**src/rtl/uart_pkg.sv**
```systemverilog
// Shared UART definitions: FSM state encoding and the bit-counter width helper.
// uart_rx uses this package now, and uart_tx is expected to use it as well.
package uart_pkg;

    typedef enum logic [1:0] {
        ST_IDLE  = 2'd0,
        ST_START = 2'd1,
        ST_DATA  = 2'd2,
        ST_STOP  = 2'd3
    } uart_state_e;

    localparam int DATA_BITS = 8;

    // Width of a counter that runs 0..div-1.
    function automatic int div_width(input int div);
        return (div < 2) ? 1 : $clog2(div);
    endfunction

endpackage

```
**src/rtl/rx_fifo.sv**
```systemverilog
// Receive FIFO with first-word fall-through output.
// Ports:
//   clk, reset    : clock and synchronous active-high reset
//   push, din     : write din when not full; a pop in the same cycle frees a slot
//   pop           : remove the head entry; ignored when empty
//   dout          : head entry, 0 when empty
//   empty, full   : occupancy flags
//   count         : number of entries, 0..DEPTH
module rx_fifo #(
    parameter int WIDTH = 8,
    parameter int DEPTH = 4
) (
    input  logic                       clk,
    input  logic                       reset,
    input  logic                       push,
    input  logic                       pop,
    input  logic [WIDTH-1:0]           din,
    output logic [WIDTH-1:0]           dout,
    output logic                       empty,
    output logic                       full,
    output logic [$clog2(DEPTH):0]     count
);

    localparam int AW = $clog2(DEPTH);

    logic [WIDTH-1:0] mem_q [DEPTH];
    logic [WIDTH-1:0] mem_d [DEPTH];
    logic [AW-1:0]    wr_ptr_q, wr_ptr_d;
    logic [AW-1:0]    rd_ptr_q, rd_ptr_d;
    logic [AW:0]      count_q, count_d;
    logic             do_push, do_pop;

    assign empty = (count_q == '0);
    assign full  = (count_q == (AW+1)'(DEPTH));
    assign count = count_q;
    assign dout  = empty ? '0 : mem_q[rd_ptr_q];

    // When full, a simultaneous pop frees the head slot, which is exactly
    // the slot wr_ptr points at, so the write lands there.
    assign do_pop  = pop & ~empty;
    assign do_push = push & (~full | do_pop);

    always_comb begin
        mem_d    = mem_q;
        wr_ptr_d = wr_ptr_q;
        rd_ptr_d = rd_ptr_q;
        count_d  = count_q;
        if (do_push) begin
            mem_d[wr_ptr_q] = din;
            wr_ptr_d        = wr_ptr_q + 1'b1;
        end
        if (do_pop) begin
            rd_ptr_d = rd_ptr_q + 1'b1;
        end
        case ({do_push, do_pop})
            2'b10:   count_d = count_q + 1'b1;
            2'b01:   count_d = count_q - 1'b1;
            default: count_d = count_q;
        endcase
    end

    always_ff @(posedge clk) begin
        if (reset) begin
            mem_q    <= '{default: '0};
            wr_ptr_q <= '0;
            rd_ptr_q <= '0;
            count_q  <= '0;
        end else begin
            mem_q    <= mem_d;
            wr_ptr_q <= wr_ptr_d;
            rd_ptr_q <= rd_ptr_d;
            count_q  <= count_d;
        end
    end

endmodule

```
**src/rtl/uart_rx.sv**
```systemverilog
// UART receiver (8N1) with a receive FIFO and sticky error flags.
// Ports:
//   clk, reset  : clock and synchronous active-high reset
//   uart_rxd    : asynchronous serial input, idle high
//   rd          : pop FIFO head (ignored when empty)
//   clr         : clear overrun / frame_err (an error in the same cycle wins)
//   rx_data     : FIFO head, 0 when empty
//   rx_valid    : FIFO non-empty
//   rx_full     : FIFO holds FIFO_DEPTH entries
//   overrun     : sticky, a byte was dropped on a full FIFO
//   frame_err   : sticky, a stop bit was sampled low
//   irq         : rx_valid delayed by one cycle
module uart_rx
    import uart_pkg::*;
#(
    parameter int BAUD_DIV   = 5208,
    parameter int FIFO_DEPTH = 4
) (
    input  logic       clk,
    input  logic       reset,
    input  logic       uart_rxd,
    input  logic       rd,
    input  logic       clr,
    output logic [7:0] rx_data,
    output logic       rx_valid,
    output logic       rx_full,
    output logic       overrun,
    output logic       frame_err,
    output logic       irq
);

    localparam int BCNT_W = div_width(BAUD_DIV);
    localparam int CNT_W  = $clog2(FIFO_DEPTH) + 1;
    localparam logic [BCNT_W-1:0] BIT_LAST  = BCNT_W'(BAUD_DIV - 1);
    localparam logic [BCNT_W-1:0] HALF_LAST = BCNT_W'(BAUD_DIV / 2 - 1);

    logic [1:0]           sync_q, sync_d;
    uart_state_e          state_q, state_d;
    logic [BCNT_W-1:0]    bcnt_q, bcnt_d;
    logic [2:0]           idx_q, idx_d;
    logic [DATA_BITS-1:0] shreg_q, shreg_d;
    logic                 overrun_q, overrun_d;
    logic                 frame_err_q, frame_err_d;
    logic                 irq_q, irq_d;

    logic             rxs;
    logic             push_req, ferr_evt, ovr_evt;
    logic             fifo_push, fifo_pop, fifo_empty, fifo_full;
    logic [CNT_W-1:0] fifo_count;

    // Two-flop synchronizer; idles high so reset never looks like a start bit.
    assign sync_d = {sync_q[0], uart_rxd};
    assign rxs    = sync_q[1];

    always_comb begin
        state_d  = state_q;
        bcnt_d   = bcnt_q;
        idx_d    = idx_q;
        shreg_d  = shreg_q;
        push_req = 1'b0;
        ferr_evt = 1'b0;
        case (state_q)
            ST_IDLE: begin
                bcnt_d = '0;
                if (!rxs) state_d = ST_START;
            end
            ST_START: begin
                // Mid-start-bit check; a high line here was only a glitch.
                if (bcnt_q == HALF_LAST) begin
                    bcnt_d  = '0;
                    idx_d   = '0;
                    state_d = rxs ? ST_IDLE : ST_DATA;
                end else begin
                    bcnt_d = bcnt_q + 1'b1;
                end
            end
            ST_DATA: begin
                if (bcnt_q == BIT_LAST) begin
                    bcnt_d  = '0;
                    shreg_d = {rxs, shreg_q[DATA_BITS-1:1]};
                    if (idx_q == 3'd7) state_d = ST_STOP;
                    else               idx_d   = idx_q + 1'b1;
                end else begin
                    bcnt_d = bcnt_q + 1'b1;
                end
            end
            ST_STOP: begin
                if (bcnt_q == BIT_LAST) begin
                    bcnt_d   = '0;
                    state_d  = ST_IDLE;
                    push_req = rxs;
                    ferr_evt = ~rxs;
                end else begin
                    bcnt_d = bcnt_q + 1'b1;
                end
            end
            default: state_d = ST_IDLE;
        endcase
    end

    // A read in the same cycle makes room, so a push onto a full FIFO is
    // only an overrun when no read accompanies it.
    assign fifo_pop  = rd & rx_valid;
    assign fifo_push = push_req & (~fifo_full | fifo_pop);
    assign ovr_evt   = push_req & fifo_full & ~fifo_pop;

    assign overrun_d   = (overrun_q & ~clr) | ovr_evt;
    assign frame_err_d = (frame_err_q & ~clr) | ferr_evt;
    assign irq_d       = rx_valid;

    always_ff @(posedge clk) begin
        if (reset) begin
            sync_q      <= 2'b11;
            state_q     <= ST_IDLE;
            bcnt_q      <= '0;
            idx_q       <= '0;
            shreg_q     <= '0;
            overrun_q   <= 1'b0;
            frame_err_q <= 1'b0;
            irq_q       <= 1'b0;
        end else begin
            sync_q      <= sync_d;
            state_q     <= state_d;
            bcnt_q      <= bcnt_d;
            idx_q       <= idx_d;
            shreg_q     <= shreg_d;
            overrun_q   <= overrun_d;
            frame_err_q <= frame_err_d;
            irq_q       <= irq_d;
        end
    end

    rx_fifo #(
        .WIDTH (DATA_BITS),
        .DEPTH (FIFO_DEPTH)
    ) u_fifo (
        .clk   (clk),
        .reset (reset),
        .push  (fifo_push),
        .pop   (fifo_pop),
        .din   (shreg_q),
        .dout  (rx_data),
        .empty (fifo_empty),
        .full  (fifo_full),
        .count (fifo_count)
    );

    assign rx_valid  = ~fifo_empty;
    assign rx_full   = (fifo_count == CNT_W'(FIFO_DEPTH));
    assign overrun   = overrun_q;
    assign frame_err = frame_err_q;
    assign irq       = irq_q;

endmodule
```
**config.mk**
```make
export PLATFORM = sky130hd
export DESIGN_NAME = uart_rx
export DESIGN_NICKNAME = d
export VERILOG_FILES = /design/src/rtl/uart_pkg.sv /design/src/rtl/rx_fifo.sv /design/src/rtl/uart_rx.sv
export SDC_FILE = /design/constraint.sdc
export NUM_CORES = 1
export LEC_CHECK = 0
export CAP_MARGIN = 40
export CORE_MARGIN = 10
export CORE_UTILIZATION = 40
export CTS_BUF_LIST = sky130_fd_sc_hd__clkbuf_4
export DETAILED_ROUTE_END_ITERATION = 12
export PLACE_DENSITY = 0.62
export SLEW_MARGIN = 20
export SYNTH_ARGS = -nofsm -noshare
export SYNTH_HDL_FRONTEND = slang
export SYNTH_HIERARCHICAL = 1
export SYNTH_SLANG_ARGS = --single-unit
```
**constraint.sdc**
```tcl
create_clock -name clk -period 5.55 [get_ports clk]
set_input_delay 0.8325 -clock clk [delete_from_list [all_inputs] [get_ports clk]]
set_output_delay 0.8325 -clock clk [all_outputs]
set_load 0.05 [all_outputs]
```
==> metrics <==
status=finished clean; cell breakdown of the critical path=mux4_2, nor2b_1, clkdlybuf4s50_1; Initial Utilization=41.30%; Setup Buffers After CTS=0; Final HPWL DP=about 4.3 mm; Slew @ Worst Pin=0.8759 ns; Final Wtd Congestion=0.7857; Hold-fix buffers, CTS=0; DRT antenna net count=0; WHS=0.4163 ns; cell area power density=approximately 240 nW/um2; H-tree Lvls=3; Crit-path slowest cell=dfxtp_1; Synth-to-Final Area Change=11.58%; Worst R2R Path Depth=12; main area contributors after synthesis=dfxtp_1 (41%), mux2i_1 (12%), nand2b_1 (8.3%), mux4_2 (5.3%), ha_1 (2.9%); share of cells above drive strength 1=13.03%; sequential-to-total area share from yosys stat=41.30%; drt pass-1 iters=4; Fillers=785; Switching Fraction=21.37%; Via Count=2301; Clk pwr share=between 40% and 50%; M3 GR Usage=3.621%; CTS sink count=70; CTS root buf=clkbuf_4; Arrival @ worst endpoint=2.52 ns; combinational power share=2.2%; post-cts resize count=0; Yosys Warn Count=6; Final setup viols=0; all-layer global routing usage=10.26%; max_cap viols=0; DRC=0; EDFF count, synth=0; die area=12570 um2; area of the multi-input gates=1851 um2; Critical Path RT=~4.7 ns; M1 GR Usage=about an eighth; Yosys top cell by area=dfxtp_1; largest net degree at the start of global routing=44; initial antenna violation count=0; Die H=112.1 um; #FFs+latches synth=70; CTS tree=yes; worst-path fanout max=10; nets=362; CP peak stage delay=0.70 ns; mapped cell area=3393 um2; Final Cycle Share=60.46%; max_slew headroom=41.15%; Fin Setup TNS=0 ns; worst clock skew=roughly 0.021 ns; fin. max-slew vios=0; hold-critical path depth=1; core area=8217 um2; first-pass GRT wire length=11.15 mm; diode count=0; Async SR Flop Fraction=0%; drt wl/cell=13.61 um; internal cell power=around 700 uW; Min-Delay Path Class=register to register; Psw=190.5 uW; Synth top area share=roughly two fifths; total CTS buffers=9; clk_lat worst skew=0.41 ns; LEAKAGE=1.379 nW; CTS max path bufs=2; vias in the first global route=2347; Fin. Hold Viols=0; drt first-iter violations=85; Setup CP Type=register to primary output; FF/Latch Area=1401 um2; min Tclk post-route=around 3.4 ns; Setup crit start kind=register; ys flop type=dfxtp_1; Final Power=around 890 uW; # port buffers=17; RSZ-0062 raised after global routing=false; crit end category=primary output; Post-Route WL=6.233 mm; Via-to-Cell Ratio=around 5.0; clk slew on worst S/H paths=around 0.12 ns; FMAX=0.2980 GHz; total gr overflow=0; Seq pwr share=between 50% and 60%; post-synthesis instance total=335; Most Crowded Layer GR=met2; synth unique cells=between 40 and 50; Ports=18; Avg Inst Size Synth=10.13 um2; met2 Track Usage GR=16.53%; Max VDD drop=0.2090 mV; Site Rows=33; Die Span X=112.1 um; Syn Nets=~350
logic make-up after synthesis:
kind of cell	count (synthesis)	synth area share (%)
buffers and inverters	28	4.167
XOR/XNOR	14	3.614
AND/OR/NAND/NOR	150	27.40
flip-flops	70	41.30
multiplexers	48	17.11
AO/OA/AOI/OAI	16	2.876
adder cells (fa/ha/maj)	9	3.540
worst max-delay path, delay by kind of cell, from the launching register on:
family	cells	cell delay, ns
flip-flops	1	0.70
AND/OR/NAND/NOR	1	0.15
buffers and inverters	1	0.70
multiplexers	1	0.58
per-stage QoR:
step / util [%] / setup WS [ns] / cell area [um2] / std cells
2_1_floorplan: - / 2.511 / 3393 / 335
3_3_place_gp: 43.73 / 1.938 / 3593 / 440
3_5_place_dp: 44.11 / 1.822 / 3625 / 442
4_1_cts: 46.08 / 2.121 / 3786 / 458
5_1_grt: 46.08 / 1.905 / 3786 / 458
6_report: 46.08 / 2.194 / 3786 / 458
cell usage after synthesis, types with 3 or more instances:
cell type  count
xor2_1         6
a21oi_1        8
ha_1           8
nor2b_1       12
xnor2_1        8
nand3_1       11
nor3_1         6
nor3b_1        3
nor2_2        10
o21ai_0        3
nand2_1        7
nand2b_1      45
and3_1         3
mux4_2         8
nor2_1        20
and4_1         4
mux2i_1       40
dfxtp_1       70
inv_1         10
nand4_1        8
buf_6          4
nand4b_1       3
clkbuf_1      11
nand3_2        3
registers in the layout, indices dropped and copies added, names as in the netlist, named ones only:
signal,cells
state_q,1
irq,1
bcnt_q,13
idx_q,3
u_fifo/wr_ptr_q,2
sync_q,2
u_fifo/mem_q,32
u_fifo/rd_ptr_q,2
frame_err,1
shreg_q,8
u_fifo/count,3
overrun,1
cells in the final DEF, fill, tap and decap left out, types with 7 or more instances in the layout:
master | netlist | layout
nor2_1 | 20 | 20
xnor2_1 | 8 | 8
mux2i_1 | 40 | 40
nand3_1 | 11 | 11
dfxtp_1 | 70 | 70
nor2b_1 | 12 | 12
a21oi_1 | 8 | 8
nor2_2 | 10 | 10
mux4_2 | 8 | 8
ha_1 | 8 | 8
nand2_1 | 7 | 7
nand2b_1 | 45 | 45
inv_1 | 10 | 10
nand4_1 | 8 | 8
clkdlybuf4s50_1 | 0 | 16
clkbuf_4 | 0 | 10
final timing paths:
path | from | endpoint | slack, ns
max reg2reg | bcnt_q[0]$_SDFF_PP0_ | u_fifo/count[2]$_SDFFE_PP0P_ | 2.22
max | u_fifo/rd_ptr_q[1]$_SDFFE_PP0P_ | rx_data[6] | 2.19
min | sync_q[0]$_SDFF_PP1_ | sync_q[1]$_SDFF_PP1_ | 0.42
min reg2reg | sync_q[0]$_SDFF_PP1_ | sync_q[1]$_SDFF_PP1_ | 0.42
layout make-up:
cell class | instances | share of cell area (%)
inverters | 10 | 0.9914
clock inverters | 6 | 2.280
clock buffers | 10 | 1.983
multi-input cells | 237 | 48.88
well taps | 105 | 3.470
flip-flops and latches | 70 | 37.01
repair buffers | 20 | 5.387
power groups by stage:
stage,Sequential [mW],Clock (mW),Combinational (mW)
5_1_grt,0.506,0.395,0.0215
2_1_floorplan,0.516,0,0.0143
3_5_place_dp,0.517,0,0.0197
6_report,0.506,0.366,0.0195
3_3_place_gp,0.517,0,0.0175
4_1_cts,0.506,0.380,0.0197
per-layer routing:
metal / routed length [um] / vias to the layer above
met2: 2772 / 29
met3: 248 / 4
met4: 72 / 0
met5: 0 / -
li1: - / 1186
met1: 3140 / 1082
Power figures use the tool's default switching activity.
